<file path="config.mk">
export PLATFORM = sky130hd
export DESIGN_NAME = collision_scheduler
export DESIGN_NICKNAME = d
export VERILOG_FILES = /design/src/rtl/collision_scheduler.sv
export SDC_FILE = /design/constraint.sdc
export NUM_CORES = 1
export LEC_CHECK = 0
export CORE_AREA = 10 10 252 254
export DETAILED_ROUTE_END_ITERATION = 12
export DIE_AREA = 0 0 262 264
export GPL_TIMING_DRIVEN = 0
export PLACE_DENSITY_LB_ADDON = 0.15
export SYNTH_ARGS = -nofsm -noshare
export SYNTH_HDL_FRONTEND = slang
export SYNTH_SLANG_ARGS = --single-unit
</file>
<file path="constraint.sdc">
create_clock -name clk -period 4.65 [get_ports clk]
set_input_delay 0.93 -clock clk [delete_from_list [all_inputs] [get_ports clk]]
set_output_delay 0.93 -clock clk [all_outputs]
set_load 0.02 [all_outputs]
</file>
<file path="src/rtl/collision_scheduler.sv">
// collision_scheduler: round-robin arbiter plus sequencer that samples the
// terrain around one requester's sprite (centre column above/below, and the
// columns four pixels left/right at the sprite's own row) and posts
// per-requester down/up/side-impact results.
module collision_scheduler #(
  parameter int         N_REQ = 4,
  parameter logic [9:0] X_MAX = 10'd639,
  localparam int        GW    = (N_REQ > 1) ? $clog2(N_REQ) : 1
) (
  input  logic                 clk,
  input  logic                 reset,
  input  logic [N_REQ-1:0]     req,
  input  logic [10*N_REQ-1:0]  req_x,
  input  logic [10*N_REQ-1:0]  req_y,
  input  logic [10*N_REQ-1:0]  req_radius,
  output logic                 col_rd,
  output logic [9:0]           col_addr,
  input  logic                 col_valid,
  input  logic [511:0]         col_data,
  output logic                 busy,
  output logic [GW-1:0]        grant_id,
  output logic [N_REQ-1:0]     done,
  output logic [N_REQ-1:0]     res_dd,
  output logic [N_REQ-1:0]     res_uu,
  output logic [N_REQ-1:0]     res_impact
);

  typedef enum logic [2:0] {IDLE, RD_C, WT_C, RD_L, WT_L, RD_R, WT_R, FIN} state_t;

  state_t        state, state_nx;
  logic [9:0]    x_q, y_q, r_q;
  logic          dd_q, uu_q, left_q, right_q;
  logic [GW-1:0] last_grant;
  logic          pick_valid;
  logic [GW-1:0] pick_id;

  // Row arithmetic is done one bit wider so no index can wrap.
  logic [10:0] dn_row;
  logic [9:0]  up_row;
  logic        dn_bit, up_bit, side_bit, left_skip, right_skip;

  assign dn_row     = {1'b0, y_q} + {1'b0, r_q};
  assign up_row     = y_q - r_q;
  assign dn_bit     = (dn_row > 11'd511) ? 1'b1 : col_data[dn_row[8:0]];
  assign up_bit     = ((r_q > y_q) || (up_row > 10'd511)) ? 1'b0 : col_data[up_row[8:0]];
  assign side_bit   = (y_q > 10'd511) ? 1'b0 : col_data[y_q[8:0]];
  assign left_skip  = (x_q < 10'd4);
  assign right_skip = (({1'b0, x_q} + 11'd4) > {1'b0, X_MAX});
  assign busy       = (state != IDLE);

  // Round-robin pick: scan from last_grant+1; the nearest set bit wins.
  always_comb begin
    logic [GW-1:0] idx_w;
    pick_valid = 1'b0;
    pick_id    = '0;
    for (int k = N_REQ; k >= 1; k--) begin
      idx_w = GW'((int'(last_grant) + k) % N_REQ);
      if (req[idx_w]) begin
        pick_valid = 1'b1;
        pick_id    = idx_w;
      end
    end
  end

  // State register.
  always_ff @(posedge clk) begin
    // NOTE: sequential state uses non-blocking assignments so every register
    // samples pre-edge values regardless of block evaluation order.
    if (reset) state <= IDLE;
    else       state <= state_nx;
  end

  // Next-state and column-read outputs.
  always_comb begin
    // NOTE: every output gets a default first so no path leaves it unassigned,
    // which would otherwise infer a latch.
    state_nx = state;
    col_rd   = 1'b0;
    col_addr = 10'd0;
    unique case (state)
      IDLE: if (pick_valid) state_nx = RD_C;
      RD_C: begin
        col_rd   = 1'b1;
        col_addr = x_q;
        state_nx = WT_C;
      end
      WT_C: begin
        col_addr = x_q;
        if (col_valid) state_nx = RD_L;
      end
      RD_L: begin
        if (left_skip) begin
          state_nx = RD_R;
        end else begin
          col_rd   = 1'b1;
          col_addr = x_q - 10'd4;
          state_nx = WT_L;
        end
      end
      WT_L: begin
        col_addr = x_q - 10'd4;
        if (col_valid) state_nx = RD_R;
      end
      RD_R: begin
        if (right_skip) begin
          state_nx = FIN;
        end else begin
          col_rd   = 1'b1;
          col_addr = x_q + 10'd4;
          state_nx = WT_R;
        end
      end
      WT_R: begin
        col_addr = x_q + 10'd4;
        if (col_valid) state_nx = FIN;
      end
      FIN:     state_nx = IDLE;
      default: state_nx = IDLE;
    endcase
  end

  // Transaction capture, terrain sampling and result posting.
  always_ff @(posedge clk) begin
    if (reset) begin
      last_grant <= GW'(N_REQ - 1);
      grant_id   <= '0;
      x_q        <= '0;
      y_q        <= '0;
      r_q        <= '0;
      dd_q       <= 1'b0;
      uu_q       <= 1'b0;
      left_q     <= 1'b0;
      right_q    <= 1'b0;
      done       <= '0;
      res_dd     <= '0;
      res_uu     <= '0;
      res_impact <= '0;
    end else begin
      done <= '0;
      unique case (state)
        IDLE: if (pick_valid) begin
          grant_id <= pick_id;
          x_q      <= req_x[int'(pick_id)*10 +: 10];
          y_q      <= req_y[int'(pick_id)*10 +: 10];
          r_q      <= req_radius[int'(pick_id)*10 +: 10];
        end
        WT_C: if (col_valid) begin
          dd_q <= dn_bit;
          uu_q <= dn_bit ? 1'b0 : up_bit;
        end
        RD_L: if (left_skip) left_q <= 1'b0;
        WT_L: if (col_valid) left_q <= side_bit;
        RD_R: if (right_skip) right_q <= 1'b0;
        WT_R: if (col_valid) right_q <= side_bit;
        FIN: begin
          res_dd[grant_id]     <= dd_q;
          res_uu[grant_id]     <= uu_q;
          res_impact[grant_id] <= left_q | right_q;
          done[grant_id]       <= 1'b1;
          last_grant           <= grant_id;
        end
        default: ;
      endcase
    end
  end

endmodule
</file>
==> impl.org <==
** Worst setup path
- In this run the critical register-to-register path is captured at uu_q.
- At the worst endpoint, the required time is about 5 ns.
- Among all stages on the critical path, the largest delay is contributed by fa_1.
- Walking the worst path, the cells encountered are clkbuf_8, buf_8, inv_1, fa_1, nand2b_1, a21oi_4, xnor2_4, buf_6, buf_4, mux2i_1, a22oi_1, nand3_1, mux2i_1, a211oi_1, nor4b_2, a32o_1.
- Critical path type :: flop to flop
- Number of cells on the worst reg-to-reg path :: 16
- For this run, the slowest stage of the critical path takes 0.57 ns.
- Most used cell, CP :: mux2i_1
- In this run the worst path has a maximum fanout of 10.
- STA puts the critical path data arrival time at between 5 and 6 ns.
- Internal reg-to-reg setup slack :: -0.11 ns
- The startpoint identified for the worst register-to-register timing path is y_q[1].
- CP startpoint kind :: flop
- Type of destination of the critical path :: flop

** Global route
- Global routing consumed, over all layers together, between 30% and 40% of the routing resources.
- Summed over all layers, the global routing overflow is 0.
- Via count of the first global-routing pass :: roughly 21k
- The initial antenna violation count was 35.
- The first global-routing pass estimated ~160000 um of wire.
- Entering global routing, the biggest net connects 20 pins.

** Layout
- Leaving out filler cells and counting taps, the final layout contains a little over 3k.
- In the final design database the tool counted roughly 2.9k nets.
- With fillers left out, the area of the finished cells amounts to about 26000 um^2.
- Layout cells sized above 1 :: between 20% and 30%
- The area growth from synthesis to layout is 50.7%.

** Synth
- Count of unique library cells instantiated by Yosys :: between 70 and 80
- Average instance area after synthesis :: 10.8 um^2
- Top FF cell, synth :: dfxtp_1
- Synthesis produced between 1.5k and 2k cells.
- Share of flip-flops with an asynchronous set or reset after synthesis :: 0%
- Sequential elements use between 6 and 7% of the synthesized area.
- Most area-consuming cells after synthesis :: mux4_2 (55%), dfxtp_1 (6.7%), nand2_1 (5.0%)
- Number of synthesized flops with an enable pin :: 0
- Of the post-synthesis cell area, the dominant cell type holds between 50% and 60%.
- Synthesis produced a netlist with a net count of ~2.2k.
- Cell type with the highest aggregate area in the netlist :: mux4_2
- Synthesis inferred between 50 and 60 register bits.
- Total standard cell area after synthesis :: about 17000 um^2
- During synthesis, Yosys emitted a total of 0 warnings.

** Clock tree
- Clock buffer count from CTS :: 9
- For the worst-skew pair, the clock arrives at the later sink with an insertion delay of roughly 0.33 ns.
- For this design, the sink count on the clock tree is 57.
- In this run the deepest clock path goes through 2 buffers.
- Post-CTS Hold Fix Bufs :: 0
- Clk pin slew, worst setup/hold paths :: roughly 0.05 ns
- Root buf cell :: clkbuf_16
- CTS tree :: done
- The H-tree was split into 3 levels.

** Timing
- Unrepaired setup endpoints after global routing :: yes
- Crit path time final :: approximately 4.8 ns
- In this run the tightest slew margin relative to its limit is -0.674%.
- Derived from the worst setup path, the maximum achievable clock frequency is approximately 210 MHz.
- The final hold violation count came to 0.
- The final-report max-slew violation count is 22.
- Setup violations remaining at the end of the flow were counted as 3.
- In the finished design, the share of the clock period the worst path needs comes to 102%.
- Once routing completed, OpenROAD measured the worst setup slack at -0.115 ns.
- Across all hold checks on the routed design, the worst slack comes to 0.463 ns.
- Slew at the pin with the worst max-slew slack :: 1.51 ns
- The clock arrives with about 0.0049 ns of skew.

** Floorplanning
- In this run the horizontal extent of the chip is between 200 and 300 um.
- Height of the die :: 264 um
- The floorplan step defined a die boundary enclosing 69200 um^2.
- Once the floorplan was initialized, standard cells occupied about 29% of the core.
- During I/O placement, the number of pins put on the boundary was 669.
- The initialized floorplan defines 89 standard-cell rows.
- Core region area :: approximately 58000 um^2

** Placement
- Summing all placed instances gives a cell area of about 25000 um^2.
- At the end of routability-driven placement, the weighted congestion stood at 1.00.
- Port buffering added roughly 670 buffers.
- Prior to clock tree synthesis, the placed netlist has a worst setup slack of -2.82 ns.
- Dpl cells :: 3014
- HPWL after DPL :: 99300 um

** Power
- P_leak :: slightly below 9 nW
- Peak supply drop :: a little over 0.3 mV
- Power Dens Cells :: 469 nW/um^2
- The design draws between 10 and 15 mW.

** Detailed routing
- Per-cell via count in the routed design :: roughly 6.6
- Number of detailed-routing iterations run before antenna repair :: 5
- The routed design has 120000 um of wire.
- In this run the remaining antenna-violating nets after routing total 0.
- For this run, design rule violations remaining after detail routing come to 0.
- Vias after detailed routing :: between 20k and 25k
- After detailed routing, the average wire length per cell comes to between 30 and 40 um.
- The first routing iteration left ~2.6k violations.

** Worst hold path
- The worst hold path begins at x_q[1].
- For hold timing, the worst endpoint is x_q[1].
- In this run the worst hold path is classified as flop to flop.
- Instance count along the most critical hold path :: 2

** Status
- Status :: complete, but fails checks
- The final reports fail on max-capacitance violations, max-slew violations, negative setup slack.

** Job
- Max-cap violations in this run came to 2.
synth_stat cells, types with 23 or more instances:
master      n
a211oi_1   27
a21oi_1    61
and3_1     36
buf_2      41
buf_4      33
clkbuf_1   82
dfxtp_1    57
ha_1       23
inv_1      33
mux2i_1    85
mux4_2    417
nand2_1   227
nand3_1   116
nor2_1     58
o21ai_0    29
layout by cell type (no fill, tap or decap), types with 26 or more instances in the layout:
| cell | count |
|---|---|
| dfxtp_1 | 55 |
| mux4_2 | 417 |
| clkbuf_1 | 65 |
| and3_1 | 36 |
| inv_1 | 33 |
| o21ai_0 | 29 |
| nand3_1 | 116 |
| diode_2 | 29 |
| a21oi_1 | 59 |
| buf_4 | 30 |
| nand2_1 | 227 |
| mux2i_1 | 78 |
| buf_6 | 26 |
| clkdlybuf4s50_1 | 661 |
| a211oi_1 | 27 |
| nor2_1 | 54 |
through the flow:
stage,TNS (ns),utilization (%)
global placement,-6.44,42.1
CTS,-0.0688,43.3
global route,-0.108,43.8
detailed placement,-5.10,42.2
floorplan,0,-
finish,-0.129,43.8
cells by family after synthesis:
group,after synthesis,synth area share [%]
fa+ha+maj,25,1.93
flops,57,6.72
mux,507,60.6
compound gates,234,9.68
xor+xnor,19,1.16
buf+inv,212,5.80
simple gates,519,14.1
worst max-delay path, delay by kind of cell, from the launching register on:
kind / cells / cell delay [ns]
simple gates: 3 / 0.78
xor+xnor: 1 / 0.27
mux: 2 / 0.52
fa+ha+maj: 1 / 0.57
flops: 1 / 0.41
buf+inv: 5 / 1.26
compound gates: 4 / 0.84
worst max path at each step:
stage	from	endpoint	slack (ns)	depth (start not counted)
final	y_q[1]	uu_q	-0.11	16
after global routing	y_q[1]	uu_q	-0.11	16
after CTS	y_q[1]	uu_q	-0.07	14
after detailed placement	y_q[0]	uu_q	-2.82	17
after global placement	y_q[1]	uu_q	-3.27	14
after floorplan	y_q[1]	uu_q	0.08	15
report_power, final:
group,total (mW),internal [mW],switching (mW)
clock,0.654,0.425,0.229
combinational,10.7,4.71,6.02
sequential,0.613,0.545,0.0681
registers in the layout, indices dropped and copies added (netlist names):
signal / flops
last_grant: 2
state: 3
right_q: 1
dd_q: 1
done: 4
uu_q: 1
res_uu: 4
x_q: 10
r_q: 10
y_q: 10
res_dd: 4
res_impact: 4
left_q: 1
grant_id: 2
repair_timing:
item / in CTS / in global routing
setup buffers: 3 / 0
setup endpoints to repair: 10 / 11
pin swaps: 4 / 2
resized for setup: 116 / 62
layer usage:
| layer | GRT usage (%) | up-vias | share of wire [%] |
|---|---|---|---|
| met5 | 0 | - | 0.097 |
| met4 | 15.8 | 18 | 5.6 |
| met3 | 11.1 | 356 | 12 |
| met2 | 53.9 | 1648 | 47 |
| met1 | 39.5 | 10262 | 35 |
| li1 | - | 7972 | - |
layout make-up:
| cell class | count | area (um^2) |
|---|---|---|
| flip-flops and latches | 57 | 1140 |
| clock buffers | 10 | 239 |
| plain buffers | 174 | 1120 |
| diodes | 29 | 72.6 |
| multi-input cells | 1304 | 15200 |
| well taps | 773 | 967 |
| inverters | 34 | 128 |
| repair buffers | 671 | 6730 |
| fillers | 5686 | 32900 |
| clock inverters | 6 | 57.6 |
No activity file was read; power rests on OpenSTA's default activity.
